### src/rtl/frq_sweep_sequencer.sv
// Frequency-sweep controller: steps a programmable table of divider select codes,
// changing F_select only on rising edges of the divided clock fed back on div_out.
module frq_sweep_sequencer #(
   parameter int STEPS   = 8,
   parameter int AW      = 3,
   parameter int SEL_W   = 5,
   parameter int DWELL_W = 8
) (
   input  logic               clk,
   input  logic               reset,
   input  logic               cfg_we,
   input  logic [AW-1:0]      cfg_addr,
   input  logic [SEL_W-1:0]   cfg_sel,
   input  logic [DWELL_W-1:0] cfg_dwell,
   input  logic [AW-1:0]      last_step,
   input  logic               loop_en,
   input  logic               start,
   input  logic               stop,
   input  logic               div_out,
   output logic [SEL_W-1:0]   f_select,
   output logic [AW-1:0]      step_idx,
   output logic               busy,
   output logic               done
);

   typedef enum logic {IDLE = 1'b0, RUN = 1'b1} state_t;

   localparam logic [AW-1:0]      ONE_A   = 1;
   localparam logic [DWELL_W:0]   ONE_CNT = 1;
   localparam logic [DWELL_W-1:0] ONE_DW  = 1;

   state_t              r_state;
   state_t              w_state_next;
   logic                r_div_q;
   logic                w_edge;
   logic [DWELL_W-1:0]  r_edge_cnt;
   logic [DWELL_W-1:0]  w_edge_cnt_next;
   logic [SEL_W-1:0]    r_f_select;
   logic [SEL_W-1:0]    w_f_select_next;
   logic [AW-1:0]       r_step_idx;
   logic [AW-1:0]       w_step_idx_next;
   logic                r_done;
   logic                w_done_next;
   logic [AW-1:0]       w_idx_inc;
   logic [DWELL_W-1:0]  w_dwell_eff;
   logic [DWELL_W:0]    w_cnt_inc;
   logic                w_step_end;

   logic [SEL_W-1:0]    r_tab_sel   [STEPS];
   logic [DWELL_W-1:0]  r_tab_dwell [STEPS];

   // Table lives in registers rather than block RAM because reset must clear it.
   genvar gi;
   generate
      for (gi = 0; gi < STEPS; gi++) begin : g_tab
         always_ff @(posedge clk) begin
            if (reset) begin
               r_tab_sel[gi]   <= '0;
               r_tab_dwell[gi] <= '0;
            end else if (cfg_we && (cfg_addr == AW'(gi))) begin
               r_tab_sel[gi]   <= cfg_sel;
               r_tab_dwell[gi] <= cfg_dwell;
            end
         end
      end
   endgenerate

   always_ff @(posedge clk) begin
      if (reset) r_div_q <= 1'b0;
      else       r_div_q <= div_out;
   end

   assign w_edge      = div_out & ~r_div_q;
   assign w_idx_inc   = r_step_idx + ONE_A;
   // Dwell is read live so a rewrite of the running step's length takes effect at once.
   assign w_dwell_eff = (r_tab_dwell[r_step_idx] == '0) ? ONE_DW : r_tab_dwell[r_step_idx];
   assign w_cnt_inc   = {1'b0, r_edge_cnt} + ONE_CNT;
   assign w_step_end  = !(w_cnt_inc < {1'b0, w_dwell_eff});

   always_ff @(posedge clk) begin
      if (reset) r_state <= IDLE;
      else       r_state <= w_state_next;
   end

   always_comb begin
      w_state_next = r_state;
      if (stop) begin
         w_state_next = IDLE;
      end else begin
         case (r_state)
            IDLE: if (start) w_state_next = RUN;
            RUN:  if (w_edge && w_step_end && (r_step_idx == last_step) && !loop_en)
                     w_state_next = IDLE;
            default: w_state_next = IDLE;
         endcase
      end
   end

   always_comb begin
      w_f_select_next = r_f_select;
      w_step_idx_next = r_step_idx;
      w_edge_cnt_next = r_edge_cnt;
      w_done_next     = 1'b0;
      if (!stop) begin
         if (r_state == IDLE) begin
            if (start) begin
               w_f_select_next = r_tab_sel[0];
               w_step_idx_next = '0;
               w_edge_cnt_next = '0;
            end
         end else if (w_edge) begin
            if (!w_step_end) begin
               w_edge_cnt_next = w_cnt_inc[DWELL_W-1:0];
            end else if (r_step_idx != last_step) begin
               w_step_idx_next = w_idx_inc;
               w_f_select_next = r_tab_sel[w_idx_inc];
               w_edge_cnt_next = '0;
            end else if (loop_en) begin
               w_step_idx_next = '0;
               w_f_select_next = r_tab_sel[0];
               w_edge_cnt_next = '0;
            end else begin
               w_done_next = 1'b1;
            end
         end
      end
   end

   always_ff @(posedge clk) begin
      if (reset) begin
         r_f_select <= '0;
         r_step_idx <= '0;
         r_edge_cnt <= '0;
         r_done     <= 1'b0;
      end else begin
         r_f_select <= w_f_select_next;
         r_step_idx <= w_step_idx_next;
         r_edge_cnt <= w_edge_cnt_next;
         r_done     <= w_done_next;
      end
   end

   always_comb begin
      busy = (r_state == RUN);
   end

   assign f_select = r_f_select;
   assign step_idx = r_step_idx;
   assign done     = r_done;

endmodule

### config.mk
export PLATFORM = sky130hd
export DESIGN_NAME = frq_sweep_sequencer
export DESIGN_NICKNAME = d
export VERILOG_FILES = /design/src/rtl/frq_sweep_sequencer.sv
export SDC_FILE = /design/constraint.sdc
export NUM_CORES = 1
export LEC_CHECK = 0
export ABC_AREA = 1
export BUFFER_PORTS_ARGS = -buffer_cell sky130_fd_sc_hd__buf_2
export CORE_ASPECT_RATIO = 1.75
export CORE_MARGIN = 3
export CORE_UTILIZATION = 55
export CTS_BUF_LIST = sky130_fd_sc_hd__clkbuf_4
export CTS_CLUSTER_DIAMETER = 60
export DETAILED_ROUTE_END_ITERATION = 8
export GPL_ROUTABILITY_DRIVEN = 0
export PLACE_DENSITY = 0.79
export SLEW_MARGIN = 20
export SYNTH_ARGS = -nofsm -noshare
export SYNTH_HDL_FRONTEND = slang
export SYNTH_SLANG_ARGS = --single-unit
### constraint.sdc
create_clock -name clk -period 4.5 [get_ports clk]
set_input_delay 1.35 -clock clk [delete_from_list [all_inputs] [get_ports clk]]
set_output_delay 1.35 -clock clk [all_outputs]
set_load 0.02 [all_outputs]
==> flow_summary.json, run 1 <==
{
  "status": "complete, no violations",
  "io_buffers": 35,
  "async_flop_share": 0,
  "finalCriticalPeriod_ns": 3.400,
  "start_util": 0.5716,
  "synth_top_cell_by_area": "edfxtp_1",
  "totalWireLength_um": 13570,
  "ant_nets": 0,
  "syn_area_um2": 6222,
  "cts_max_path_buffers": 2,
  "cp_slowest_stage_delay_ns": 0.77,
  "area_delta_synth_final_pct": 6.716,
  "yosysMostFrequentCell": "nor2_1",
  "grt_max_degree": 35,
  "critical_path_required_ns": 4.98,
  "dp_hpwl_um": 9404,
  "dp_cells": 851,
  "path_common_cell": "nand2_1",
  "ys_ff_latch": 126,
  "fin_crit_sh": 0.7556,
  "die_w_um": 86.40,
  "critical-path-top-delay-family": "simple AND/OR/NAND/NOR gates",
  "cp.buffers_inverters": 2,
  "final.setup.tns_ns": 0,
  "fill_cells": 940,
  "worstMarginPinSlew_ns": 0.9741,
  "slowest_stage": "dfxtp_2",
  "synthesis.nets": 752,
  "cts_sinks": 126,
  "ctsHoldBuffers": 0,
  "grt_setup_unrepaired": "false",
  "netlist_top_cells_area": "edfxtp_1 50%, nor2_1 12%, nand2_1 7.4%",
  "post-cts-setup-buffer-count": 0,
  "first_global_vias": 4670,
  "maxCapViolations": 0,
  "die_area_um2": 12680,
  "syn_avg_cell_area_um2": 8.678,
  "drt-pass1-iter-count": 9,
  "htree_levels": 4,
  "relSlewSlack": 0.3499,
  "netlist.area_leader.share": 0.5019,
  "grt_pass1_wl_um": 22020,
  "cts_tree": "built",
  "crit_arrival_ns": 3.88,
  "drc": 0,
  "synth_edf_count": 104,
  "crit_type": "reg2reg",
  "cts_buffers": 17,
  "grt_usage": 0.2229,
  "synth_commonest_cells": "206 x nor2_1, 122 x nand2_1, 104 x edfxtp_1",
  "dp_slack_ns": 0.7001,
  "setup_violations": 0,
  "vias": 4848,
  "ys_seq_area_frac": 0.5727,
  "clk_pin_slew_ns": 0.12,
  "path_max_fanout": 34,
  "end_kind": "register",
  "synth.distinct_cells": 31,
  "setup_ws_ns": 1.100,
  "worstPathCellList": "inv_6 -> o21ai_1 -> nand2_1 -> nand2_1 -> nand2_1 -> inv_1 -> ha_1 -> a21oi_1 -> o21ai_0 -> nor2_1 -> nor2_1 -> nor4_1 -> nand3_2 -> nand3_1 -> nand2_1 -> nor2_1",
  "gr-total-overflow": 0,
  "synth_warnings": 0,
  "hold_violations": 0,
  "clock_latency_ns": 0.54,
  "drt_iter0_drc": 345,
  "peakVddDrop_mv": 0.2091,
  "powerDensity_nw_per_um2": 370.7,
  "fp.dieH_um": 146.7,
  "cp-start-kind": "register",
  "hp-class": "reg2reg",
  "synth-main-ff-cell": "edfxtp_1",
  "num_io_pins": 36,
  "root_buffer": "clkbuf_4",
  "post_cts_resized": 0,
  "p_leak_nw": 2.945,
  "fmax_mhz": 294.1,
  "core-area_um2": 10890,
  "antenna_found_initial": 1,
  "drive_gt1_frac": 0.1117,
  "instances_no_fill": 883,
  "netlist_instances": 717,
  "slew_viol_final": 0,
  "finClkSkew_ns": 0.01934,
  "wl_per_cell_um": 15.36,
  "via_per_inst": 5.490,
  "row_count": 50,
  "fin_nets": 775
}
-- path summary, 6_finish.rpt --
kind / start / endpoint / slack [ns] / cells past startpoint
worst max register to register: register / step_idx[1] / 1.10 / 16
worst max-delay path: register / step_idx[1] / 1.10 / 16
worst min-delay path: f_select[4] / f_select[4] / 0.50 / 2
worst min register to register: f_select[4] / f_select[4] / 0.50 / 2
-- cells in the final DEF (no fill, tap or decap), types with 5 or more instances in the layout --
cell type and count:
nor2_1 206, nand2_1 122, edfxtp_1 104, inv_1 85, nand3_1 51, buf_2 35
o21ai_0 21, dfxtp_1 21, clkbuf_4 19, a21oi_1 15, nand2_2 11, o32ai_1 10
ha_1 9, nor3_1 5
-- sequential cells by signal, summed over array words and instances, names as in the netlist, named ones only --
signal       count
r_tab_dwell     64
r_tab_sel       40
r_edge_cnt       8
f_select         5
step_idx         3
busy             1
done             1
r_div_q          1
-- where the power goes --
group,switching [W],internal (W),total [W],leakage (nW)
Clock,0.000412,0.000333,0.000745,0.137
Sequential,0.0000436,0.00134,0.00138,1.19
Combinational,0.000227,0.000107,0.000334,1.62
Total,0.000683,0.00178,0.00246,2.94
-- per-stage QoR --
step	hold WS [ns]	util	cell area (um2)	total power [W]
floorplan	0.4961	-	6222	0.001652
global placement	0.4745	0.5851	6369	0.001723
detailed placement	0.4807	0.5851	6369	0.001740
CTS	0.5071	0.6093	6633	0.002461
global route	0.5423	0.6100	6640	0.002571
finish	0.5016	0.6100	6640	0.002462
-- worst min-delay path, stage by stage (launching register included) --
cell     delay [ns]
dfxtp_1        0.34
a21oi_1        0.04
nor2_1         0.09
-- kinds of logic after synthesis --
group           synth area share
xor+xnor                 0.01126
buf+inv                  0.08586
fa+ha+maj                0.01810
simple gates              0.2614
compound gates           0.05067
flops                     0.5727
-- layout make-up --
type / instances / area, um2 / area share
Tap cell: 130 / 162.7 / 0.02450
Clock buffer: 19 / 142.6 / 0.02148
Sequential cell: 126 / 3565 / 0.5368
Inverter: 88 / 335.3 / 0.05050
Timing Repair Buffer: 36 / 182.7 / 0.02751
Antenna cell: 1 / 2.502 / 0.0003769
Multi-Input combinational cell: 471 / 2128 / 0.3205
Clock inverter: 12 / 121.4 / 0.01828
-- layer usage --
metal | part of all wire | up-vias | track usage
li1 | - | 2353 | -
met1 | 0.37 | 2265 | 0.2517
met2 | 0.54 | 202 | 0.4022
met3 | 0.062 | 28 | 0.04882
met4 | 0.020 | 0 | 0.08268
met5 | 0 | - | 0
Power figures use the tool's default switching activity.
==> inputs of run 2 (changes only) <==
- clock period: 4.5 -> 3.28 ns (I/O delays scaled with it)
==> flow_summary.json, run 2 (synthesis gave the netlist of run 1 again) <==
{
  "antenna_found_initial": 0,
  "finClkSkew_ns": 0.01445,
  "p_leak_nw": 2.981,
  "die_area_um2": 12680,
  "critical_path_required_ns": 3.70,
  "path_max_fanout": 15,
  "num_antenna_cells": 0,
  "gr-total-overflow": 0,
  "slew_viol_final": 0,
  "drc": 0,
  "vias": 4802,
  "grt_pass1_wl_um": 21600,
  "finalCriticalPeriod_ns": 2.954,
  "status": "complete, no violations",
  "htree_levels": 4,
  "clock_latency_ns": 0.52,
  "ctsHoldBuffers": 0,
  "cp_slowest_stage_delay_ns": 0.40,
  "worstMarginPinSlew_ns": 0.7186,
  "slowest_stage": "dfxtp_1",
  "clk_pin_slew_ns": 0.11,
  "via_per_inst": 5.402,
  "largest_reg_flops": 64,
  "power_w": 0.003373,
  "fp.dieH_um": 146.7,
  "totalWireLength_um": 13170,
  "cp-start-kind": "register",
  "fin_crit_sh": 0.9007,
  "num_io_pins": 36,
  "fmax_mhz": 338.5,
  "setup_violations": 0,
  "r2r_setup_slack_ns": 0.33,
  "layout_commonest_cell": "nor2_1",
  "final_cell_mix": "206 x nor2_1, 122 x nand2_1, 104 x edfxtp_1, 85 x inv_1, 51 x nand3_1",
  "cts_buffers": 17,
  "regMostFlops": "r_tab_dwell",
  "peakVddDrop_mv": 0.3350,
  "crit_arrival_ns": 3.37,
  "holdPathStages": 2,
  "drt-pass1-iter-count": 5,
  "ant_nets": 0,
  "crit_type": "reg2reg",
  "cts_sinks": 126,
  "postLayoutCoreUtil": 0.6143,
  "grt_setup_unrepaired": "false",
  "holdPathEnd": "f_select[1]",
  "grt_usage": 0.2178,
  "r2r_cells": 16,
  "core-area_um2": 10890,
  "powerDensity_nw_per_um2": 504.5,
  "grt_max_degree": 32,
  "row_count": 50,
  "die_w_um": 86.40,
  "r2r-end": "f_select[4]",
  "worstPathCellList": "inv_1 -> nor3_1 -> inv_1 -> nor2_1 -> nand2_1 -> xor2_1 -> inv_1 -> ha_1 -> a21oi_1 -> nor2_1 -> nor4_1 -> buf_4 -> nand3_2 -> buf_4 -> a21oi_1 -> nor2_1",
  "dp_hpwl_um": 9378,
  "cts_max_path_buffers": 2,
  "relSlewSlack": 0.5204,
  "wl_per_cell_um": 14.81,
  "maxCapViolations": 0,
  "start_util": 0.5716,
  "cts_tree": "built",
  "reg.largest.list": "r_tab_dwell x64, r_tab_sel x40, r_edge_cnt x8",
  "root_buffer": "clkbuf_4",
  "area_delta_synth_final_pct": 7.460,
  "fin_nets": 781,
  "io_buffers": 35,
  "final.setup.tns_ns": 0,
  "hold_start": "f_select[1]",
  "hp-class": "reg2reg",
  "first_global_vias": 4738,
  "end_kind": "register",
  "drt_iter0_drc": 318,
  "worstReg2RegStart": "r_edge_cnt[0]",
  "drive_gt1_frac": 0.1225,
  "hold_violations": 0
}
-- run 2: changes by cell type in the layout (fill, tap and decap cells not counted), moves of 3 or more --
cell and change:
clkinv_1 -3, inv_6 +3, buf_4 +6, clkinv_4 +3
-- run 2: metrics by stage --
stage | instance area (um2) | hold WS [ns] | cells | setup slack, ns
5_1_grt | 6686 | 0.5361 | 889 | 0.01955
3_5_place_dp | 6414 | 0.4906 | 857 | 0.1357
2_1_floorplan | 6222 | 0.4961 | 717 | 0.6718
6_report | 6686 | 0.5126 | 889 | 0.3258
4_1_cts | 6685 | 0.5174 | 889 | 0.1249
3_3_place_gp | 6414 | 0.4775 | 857 | 0.2550
-- run 2: layer usage --
layer	GRT usage	wire length, um
met2	0.3735	6809
met5	0	0
met3	0.05163	784
met1	0.2430	5029
met4	0.1209	544
-- run 2: worst max-delay path, delay by kind of cell (launching register included) --
kind / cells / cell delay, ns
DFF: 1 / 0.40
xor gates and xnor gates: 1 / 0.19
adders and majority gates: 1 / 0.19
AOI/OAI and AO/OA: 2 / 0.30
buffers and inverters: 5 / 0.65
and+or+nand+nor: 7 / 1.12
-- run 2: worst max-delay path by stage --
| stage | from | to | slack (ns) |
|---|---|---|---|
| finish | r_edge_cnt[0] | f_select[4] | 0.33 |
| detailed placement | register | f_select[4] | 0.14 |
| floorplan | r_edge_cnt[0] | register | 0.67 |
| global placement | register | f_select[3] | 0.25 |
| global route | r_edge_cnt[0] | f_select[1] | 0.02 |
| CTS | register | f_select[4] | 0.12 |
-- run 2: what timing repair did --
action                                  in CTS  in global routing
buffers inserted                             0                  0
endpoints found under the setup margin       0                 16
resized for setup                            0                  1
-- run 2: power breakdown --
group / internal [W] / total, W / leakage [nW] / switching, W
Combinational: 0.000155 / 0.000474 / 1.65 / 0.000319
Sequential: 0.00184 / 0.00188 / 1.19 / 0.0000477
Clock: 0.000400 / 0.00102 / 0.146 / 0.000615
Total: 0.00239 / 0.00337 / 2.98 / 0.000982
-- run 2: layout make-up --
cell class | instances | area, um2
flip-flops and latches | 126 | 3565
repair buffers | 42 | 227.7
well taps | 130 | 162.7
clock inverters | 14 | 136.4
inverters | 88 | 335.3
multi-input cells | 471 | 2125
clock buffers | 18 | 135.1
fillers | 935 | 4199
==> inputs of run 3 (changes only) <==
- ABC_AREA: 1 -> default
==> flow_summary.json, run 3 <==
{
  "status": "complete, no violations",
  "synth_commonest_cells": "104 x and2_1, 104 x edfxtp_1, 37 x mux2i_1",
  "path_max_fanout": 14,
  "final_cell_mix": "104 x and2_1, 104 x edfxtp_1, 37 x mux2i_1, 35 x buf_2, 25 x nand2_1",
  "wl_per_cell_um": 18.57,
  "netlist_instances": 454,
  "cts_max_path_buffers": 2,
  "grt_max_degree": 28,
  "async_flop_share": 0,
  "synth-main-ff-cell": "edfxtp_1",
  "fin_nets": 549,
  "grt_usage": 0.2048,
  "end_kind": "register",
  "io_buffers": 35,
  "r2r_cells": 12,
  "ant_nets": 0,
  "r2r_setup_slack_ns": 0.18,
  "first_global_vias": 3881,
  "fmax_mhz": 322.7,
  "hold_violations": 0,
  "row_count": 50,
  "crit_arrival_ns": 3.51,
  "crit_type": "reg2reg",
  "cts_buffers": 17,
  "regMostFlops": "r_tab_dwell",
  "drc": 0,
  "fin_area_um2": 6907,
  "powerDensity_nw_per_um2": 445.1,
  "cp-start-kind": "register",
  "instances_no_fill": 658,
  "syn_avg_cell_area_um2": 13.53,
  "htree_levels": 4,
  "dp_hpwl_um": 8896,
  "hp-class": "reg2reg",
  "reg.largest.list": "r_tab_dwell x64, r_tab_sel x40, r_edge_cnt x8",
  "p_leak_nw": 2.576,
  "netlist_top_cells_area": "edfxtp_1 51%, and2_1 11%, mux4_2 8.1%",
  "fin_crit_sh": 0.9447,
  "gr-total-overflow": 0,
  "synth_top_cell_by_area": "edfxtp_1",
  "cts_tree": "built",
  "dp_cells": 623,
  "maxCapViolations": 0,
  "area_delta_synth_final_pct": 12.47,
  "netlist.area_leader.share": 0.5086,
  "synth_edf_count": 104,
  "clk_pin_slew_ns": 0.12,
  "synth.distinct_cells": 43,
  "via_per_inst": 5.761,
  "ys_ff_latch": 126,
  "finalCriticalPeriod_ns": 3.099,
  "ys_seq_area_frac": 0.5803,
  "root_buffer": "clkbuf_4",
  "num_io_pins": 36,
  "start_util": 0.5674,
  "antenna_found_initial": 1,
  "synth_warnings": 0,
  "placed_cell_area_um2": 6588,
  "fin_hold_ws_ns": 0.5159,
  "largest_reg_flops": 64,
  "final.setup.tns_ns": 0,
  "holdPathEnd": "f_select[4]",
  "die_w_um": 85.88,
  "die_area_um2": 12520,
  "synthesis.nets": 489,
  "syn_area_um2": 6141,
  "core-area_um2": 10820,
  "ctsHoldBuffers": 0,
  "worstMarginPinSlew_ns": 0.7045,
  "slew_viol_final": 0,
  "relSlewSlack": 0.5272,
  "grt_pass1_wl_um": 19530,
  "r2r-end": "f_select[1]",
  "drt-pass1-iter-count": 5,
  "vias": 3791,
  "finClkSkew_ns": 0.01440,
  "totalWireLength_um": 12220,
  "fp.dieH_um": 145.8,
  "cts_sinks": 126,
  "grt_setup_unrepaired": "false",
  "critical_path_required_ns": 3.69,
  "clock_latency_ns": 0.52,
  "peakVddDrop_mv": 0.3664,
  "drive_gt1_frac": 0.2372,
  "holdPathStages": 2,
  "hold_start": "f_select[4]",
  "drt_iter0_drc": 192,
  "postLayoutCoreUtil": 0.6382,
  "setup_violations": 0
}
## run 3: area by class of cell
cell class / count / area (um2)
Inverter: 3 / 11.26
Timing Repair Buffer: 61 / 412.9
Clock inverter: 14 / 136.4
Antenna cell: 1 / 2.502
Clock buffer: 18 / 135.1
Multi-Input combinational cell: 305 / 2481
Fill cell: 807 / 3916
Sequential cell: 126 / 3565
Tap cell: 130 / 162.7
## run 3: timing repair
action / CTS / global route
setup buffers: 0 / 1
setup endpoints to repair: 0 / 7
gates resized for setup: 0 / 2
## run 3: per-layer routing
| metal | share of wire | up-vias | track usage |
|---|---|---|---|
| met5 | 0 | - | 0 |
| met4 | 0.0059 | 0 | 0.06022 |
| met3 | 0.037 | 10 | 0.04929 |
| met2 | 0.57 | 92 | 0.3756 |
| met1 | 0.38 | 1885 | 0.2298 |
| li1 | - | 1804 | - |
## run 3: critical path, stage by stage (launching register included)
cell and delay, ns:
dfxtp_2 0.41, buf_12 0.18, mux2i_1 0.11, mux4_2 0.47
ha_1 0.30, a21o_1 0.16, a21o_1 0.18, a21oi_1 0.14
o221a_2 0.30, a311o_1 0.30, buf_4 0.20, mux2i_1 0.18
nor2_1 0.06
## run 3: per-stage QoR
| stage | power, W | setup slack, ns |
|---|---|---|
| global route | 0.003191 | 0.003601 |
| detailed placement | 0.002112 | 0.1806 |
| global placement | 0.002099 | 0.2075 |
| floorplan | 0.002011 | 0.3025 |
| finish | 0.003074 | 0.1814 |
| CTS | 0.003094 | 0.1479 |
## run 3: cells by family (layout without fill, tap and decap cells)
kind of cell | count (synthesis) | after routing | synth area share
simple gates | 181 | 181 | 0.1654
flops | 126 | 126 | 0.5803
mux | 61 | 61 | 0.1471
compound gates | 44 | 44 | 0.05542
buf+inv | 23 | 96 | 0.01915
xor+xnor | 10 | 10 | 0.01426
fa+ha+maj | 9 | 9 | 0.01834
other cells | 0 | 1 | 0
## run 3: power by group
part           total (W)  leakage [nW]  switching, W  internal [W]
registers        0.00185          1.18     0.0000292       0.00182
logic           0.000227          1.26      0.000136     0.0000919
clock network   0.000998         0.130      0.000602      0.000396
total            0.00307          2.58      0.000767       0.00231
## run 3: how the worst max path moves through the flow
stage | endpoint | cells past startpoint
global route | r_edge_cnt[1] | 12
global placement | f_select[3] | 12
finish | f_select[1] | 12
CTS | r_edge_cnt[2] | 11
detailed placement | f_select[0] | 12
floorplan | register | 13
